File: config.mk
export PLATFORM = sky130hd
export DESIGN_NAME = fifo_sc_m
export DESIGN_NICKNAME = d
export VERILOG_FILES = /design/src/rtl/fifo_pkg.sv /design/src/rtl/fifo_ptr_m.sv /design/src/rtl/fifo_sc_m.sv
export SDC_FILE = /design/constraint.sdc
export NUM_CORES = 1
export LEC_CHECK = 0
export CORE_ASPECT_RATIO = 1.1
export CORE_MARGIN = 8
export CORE_UTILIZATION = 55
export DETAILED_ROUTE_END_ITERATION = 8
export GPL_TIMING_DRIVEN = 0
export HOLD_SLACK_MARGIN = 0.05
export MAX_ROUTING_LAYER = met4
export PLACE_DENSITY = 0.78
export SLEW_MARGIN = 20
export SYNTH_ARGS = -nofsm -noshare
export SYNTH_HDL_FRONTEND = slang
export SYNTH_SLANG_ARGS = --single-unit
File: constraint.sdc
create_clock -name clk -period 6.83 [get_ports clk]
set_input_delay 0.683 -clock clk [delete_from_list [all_inputs] [get_ports clk]]
set_output_delay 0.683 -clock clk [all_outputs]
set_load 0.02 [all_outputs]
File: src/rtl/fifo_pkg.sv
// fifo_pkg: shared helpers and flag grouping for fifo_sc_m.
package fifo_pkg;

    typedef struct packed {
        logic full;
        logic empty;
        logic almost_full;
        logic almost_empty;
    } fifo_flags_t;

    function automatic int calc_ptr_w(input int depth);
        return $clog2(depth);
    endfunction

    function automatic int calc_cnt_w(input int depth);
        return $clog2(depth + 1);
    endfunction

    // Modulo-depth increment, valid for any depth rather than only powers of two
    function automatic int unsigned ptr_inc(input int unsigned ptr, input int unsigned depth);
        return (ptr == depth - 1) ? 0 : ptr + 1;
    endfunction

endpackage

File: src/rtl/fifo_ptr_m.sv
// fifo_ptr_m: modulo-DEPTH pointer register with enable and synchronous clear.
module fifo_ptr_m
    import fifo_pkg::*;
#(
    parameter int DEPTH = 32
) (
    input  logic                          clk,
    input  logic                          rst,
    input  logic                          i_clear,
    input  logic                          i_en,
    output logic [calc_ptr_w(DEPTH)-1:0]  o_ptr
);
    localparam int PTR_W = calc_ptr_w(DEPTH);

    logic [PTR_W-1:0] r_ptr;

    always_ff @(posedge clk) begin
        if (rst || i_clear)
            r_ptr <= '0;
        else if (i_en)
            r_ptr <= PTR_W'(ptr_inc(32'(r_ptr), DEPTH));
    end

    assign o_ptr = r_ptr;
endmodule

File: src/rtl/fifo_sc_m.sv
// fifo_sc_m: single-clock first-word-fall-through FIFO with count, programmable
// almost flags, overflow/underflow pulses and synchronous flush.
module fifo_sc_m
    import fifo_pkg::*;
#(
    parameter type DATA_ITEM_TYPE = logic,
    parameter int  DEPTH          = 32,
    parameter int  AFULL_THRESH   = DEPTH - 2,
    parameter int  AEMPTY_THRESH  = 2
) (
    input  logic                          clk,
    input  logic                          rst,
    input  logic                          clear,
    input  DATA_ITEM_TYPE                 tail,
    input  logic                          push,
    output DATA_ITEM_TYPE                 head,
    input  logic                          pop,
    output logic                          full,
    output logic                          empty,
    output logic                          almost_full,
    output logic                          almost_empty,
    output logic [calc_cnt_w(DEPTH)-1:0]  count,
    output logic                          overflow,
    output logic                          underflow
);
    localparam int PTR_W = calc_ptr_w(DEPTH);
    localparam int CNT_W = calc_cnt_w(DEPTH);
    localparam logic [CNT_W-1:0] C_DEPTH = CNT_W'(DEPTH);
    localparam logic [CNT_W-1:0] C_AF    = CNT_W'(AFULL_THRESH);
    localparam logic [CNT_W-1:0] C_AE    = CNT_W'(AEMPTY_THRESH);

    DATA_ITEM_TYPE    r_mem [DEPTH];
    logic [CNT_W-1:0] r_count;
    fifo_flags_t      r_flags;
    logic             r_ovf;
    logic             r_udf;

    logic [PTR_W-1:0] w_wr_ptr;
    logic [PTR_W-1:0] w_rd_ptr;
    logic             w_wr_acc;
    logic             w_rd_acc;
    logic [CNT_W-1:0] w_cnt_nxt;
    fifo_flags_t      w_flags_nxt;

    // A full FIFO still accepts a push when a pop frees a slot in the same cycle
    assign w_wr_acc  = push && (!r_flags.full || pop);
    assign w_rd_acc  = pop && !r_flags.empty;
    assign w_cnt_nxt = r_count + CNT_W'(w_wr_acc) - CNT_W'(w_rd_acc);

    always_comb begin
        w_flags_nxt.full         = w_cnt_nxt == C_DEPTH;
        w_flags_nxt.empty        = w_cnt_nxt == '0;
        w_flags_nxt.almost_full  = w_cnt_nxt >= C_AF;
        w_flags_nxt.almost_empty = w_cnt_nxt <= C_AE;
    end

    fifo_ptr_m #(.DEPTH(DEPTH)) u_wr_ptr (
        .clk     (clk),
        .rst     (rst),
        .i_clear (clear),
        .i_en    (w_wr_acc),
        .o_ptr   (w_wr_ptr)
    );

    fifo_ptr_m #(.DEPTH(DEPTH)) u_rd_ptr (
        .clk     (clk),
        .rst     (rst),
        .i_clear (clear),
        .i_en    (w_rd_acc),
        .o_ptr   (w_rd_ptr)
    );

    // Storage is deliberately left uninitialised by reset and flush
    always_ff @(posedge clk) begin
        if (!rst && !clear && w_wr_acc)
            r_mem[w_wr_ptr] <= tail;
    end

    always_ff @(posedge clk) begin
        if (rst || clear) begin
            r_count <= '0;
            r_flags <= '{full: 1'b0, empty: 1'b1, almost_full: 1'b0, almost_empty: 1'b1};
            r_ovf   <= 1'b0;
            r_udf   <= 1'b0;
        end else begin
            r_count <= w_cnt_nxt;
            r_flags <= w_flags_nxt;
            r_ovf   <= push && !w_wr_acc;
            r_udf   <= pop && !w_rd_acc;
        end
    end

    assign head         = r_mem[w_rd_ptr];
    assign count        = r_count;
    assign full         = r_flags.full;
    assign empty        = r_flags.empty;
    assign almost_full  = r_flags.almost_full;
    assign almost_empty = r_flags.almost_empty;
    assign overflow     = r_ovf;
    assign underflow    = r_udf;
endmodule

==> flow_summary.ini, run 1 <==
[synth]
synth_area_leader_cell = edfxtp_1
ys.flop_type = edfxtp_1
ys_top_cells_by_count = 45 x nor2_1, 32 x edfxtp_1, 27 x dfxtp_1, 19 x nand2_1
ys_top_cells_by_area = edfxtp_1 34%, dfxtp_1 19%, nor2_1 6.0%
yosys_warnings = 0
synthDistinctLibCells = 50
syn_area_per_cell_um2 = 10.8
yosysSeqAreaShare_pct = 52.9
netlist_instances = 262
yosys.cell_count.top_type = nor2_1
yosysTopAreaCellShare_pct = 33.9
ys_ff_latch = 59
synth_area_mm2 = 0.00284
synth_edf_count = 32
async_reset_ff_share_pct = 0
synth_nets = 282

[layout]
num_antenna_cells = 0
area_growth_pct = 15.6
final.fill_count = 393
seq_area_mm2 = 0.00150
multiInputGateArea_mm2 = 0.00122
fin_cells = 354
layout-drive-gt1-share_pct = 11.5
nets = 311

[clocking]
htreeDepth = 3
clk_latency_ns = 0.33
clkSlewWorstSetupHoldPaths_ns = 0.07
numClockSinks = 59
root_buffer = clkbuf_8
cts_tree = done
ctsHoldBuffers = 0
cts_buffers = 9
clock_path_buffers = 2
cts_setup_buffers = 0
post_cts_resized = 0

[timing]
setup_viol = 0
fmax_mhz = 315
finalHoldViolations = 0
timing.hold.ws_ns = 0.486
rsz0062_at_grt = no
period_needed_ns = 3.18
finClkSkew_ns = 0.0103
fin_setup_tns_ns = 0
max-slew-margin-rel_pct = 37.3
worst_slack_ns = 3.65
worstMarginPinSlew_ns = 0.938
slew_violations = 0
finalCritPeriodShare_pct = 46.5

[status]
outcome = complete, no violations

[die]
start_util_pct = 56.7
num_io_pins = 19
die_h_um = 91.3
rows = 27
die_w_um = 84.5
coreArea_mm2 = 0.00500
dieArea_mm2 = 0.00771

[pwr]
p_leak_nw = 1.13
p_per_area_mw_per_mm2 = 243
ir_worst_vdd_mv = 0.155
finalPower_uw = 797

[global_routing]
grt_overflow = 0
grt_pass1_vias = 2100
grt_max_degree = 33
antenna_found_initial = 0
grt_pass1_wl_mm = 9.34
grt.total_usage_pct = 15.5

[route]
viasPerCell = 5.72
initialDrtViolationCount = 145
ant_nets = 0
firstDrtPassIters = 4
routed-via-count = 2026
post_drt_wl_per_cell_um = 15.4
drc = 0
routed_wl_mm = 5.44

[critical_path]
crit_path_end_kind = flip-flop
worstPathArrival_ns = 3.45
path_class = in -> reg
cp-start-kind = input pin
path_max_fanout = 9
critical_path_required_ns = 7.10
r2r-start = empty
startpoint = pop

[flow_run]
max-cap-violations = 0

[placement]
post-place-ws_ns = 3.33
post-dp-hpwl_mm = 3.81
gp_congestion = 0.799
dp_cells = 338
port-buffer-count = 18

[worst_hold_path]
hp-class = reg -> reg
min_from = full
## where the power goes
part           switching, mW  total [mW]  internal, mW  leakage, nW
registers            0.00501       0.387         0.382        0.507
clock network          0.130       0.295         0.164       0.0991
logic                 0.0649       0.115        0.0506        0.525
## flip-flops by register name, indices dropped and copies added, names as in the netlist, named ones only
| name | count |
|---|---|
| almost_empty | 1 |
| almost_full | 1 |
| count | 6 |
| empty | 1 |
| full | 1 |
| overflow | 1 |
| r_mem | 32 |
| u_rd_ptr.o_ptr | 5 |
| u_wr_ptr.o_ptr | 5 |
| underflow | 1 |
## critical path, stage by stage
cell	delay [ns]
clkdlybuf4s50_1	0.49
nand2b_1	0.13
and2_1	0.15
buf_6	0.14
inv_4	0.06
ha_1	0.27
inv_1	0.04
ha_1	0.22
fa_1	0.44
nor2_1	0.13
a2bb2oi_1	0.10
a2111oi_2	0.39
a41o_1	0.21
## cells in the final DEF (no fill, tap or decap), types with 2 or more instances in the layout
cell type	count
a211o_1	2
a211oi_2	2
a21oi_1	13
a311oi_1	2
a31oi_1	3
a41o_1	2
and2_1	2
and3_1	5
buf_2	2
buf_6	3
clkbuf_1	6
clkbuf_8	10
clkdlybuf4s50_1	18
dfxtp_1	27
edfxtp_1	32
ha_1	13
inv_1	13
inv_4	2
mux2_2	2
mux2i_1	5
mux4_2	5
nand2_1	19
nand2b_1	4
nand3_1	9
nand3b_1	2
nand4_1	5
nor2_1	45
nor2b_1	2
nor3_1	5
nor3b_1	3
nor4b_1	2
o211ai_1	2
o21ai_0	5
or3_1	2
xnor2_1	2
## per-stage QoR
step                      cell area, µm²  utilization [%]
after CTS                           3280             65.6
after global placement              3090             61.8
after detailed placement            3090             61.8
after floorplan                     2840                -
final                               3280             65.6
after global routing                3280             65.6
## path summary, 6_finish.rpt
path / to / slack (ns) / cells past startpoint
worst max-delay path: almost_empty / 3.65 / 13
worst min-delay path: overflow / 0.49 / 2
worst max register to register: almost_empty / 4.09 / 11
worst min register to register: overflow / 0.49 / 2
## area by class of cell
| type | instances | share of cell area, % |
|---|---|---|
| multi-input combinational | 179 | 37.1 |
| clock buffer | 13 | 5.19 |
| inverter | 15 | 1.79 |
| tap | 58 | 2.21 |
| clock inverter | 3 | 0.610 |
| timing repair buffer | 18 | 5.49 |
| buffer | 9 | 1.79 |
| sequential | 59 | 45.8 |
## per-layer routing
metal | share of wire, % | track usage, % | vias to the layer above
met5 | 0 | - | -
met1 | 44 | 17.0 | 969
met3 | 3.0 | 3.51 | 4
met4 | 1.1 | 8.32 | 0
met2 | 52 | 25.8 | 47
li1 | - | - | 1006
## logic make-up (layout without fill, tap and decap cells)
group,count (synthesis),after routing,share of synthesized area (%)
AO/OA/AOI/OAI,38,38,9.66
AND/OR/NAND/NOR,112,112,19.3
XOR/XNOR,2,2,0.618
buffers and inverters,24,58,4.15
flip-flops,59,59,52.9
adder cells (fa/ha/maj),14,14,6.44
multiplexers,13,13,6.93
Power figures use the tool's default switching activity.
==> run 2: changes to the inputs <==
clock period = 3.3 ns   (was 6.83 ns; I/O delays follow)
==> results of run 2 <==
The final DEF is identical to that of run 1. Status: complete, no violations.
Main changes from that run: setup slack after placement 3.33 ns -> 0.149 ns; setup slack after layout 3.65 ns -> 0.474 ns; register-to-register setup slack 4.09 ns -> 0.56 ns; total power 0.797 mW -> 1.65 mW; worst IR drop on VDD 0.155 mV -> 0.322 mV
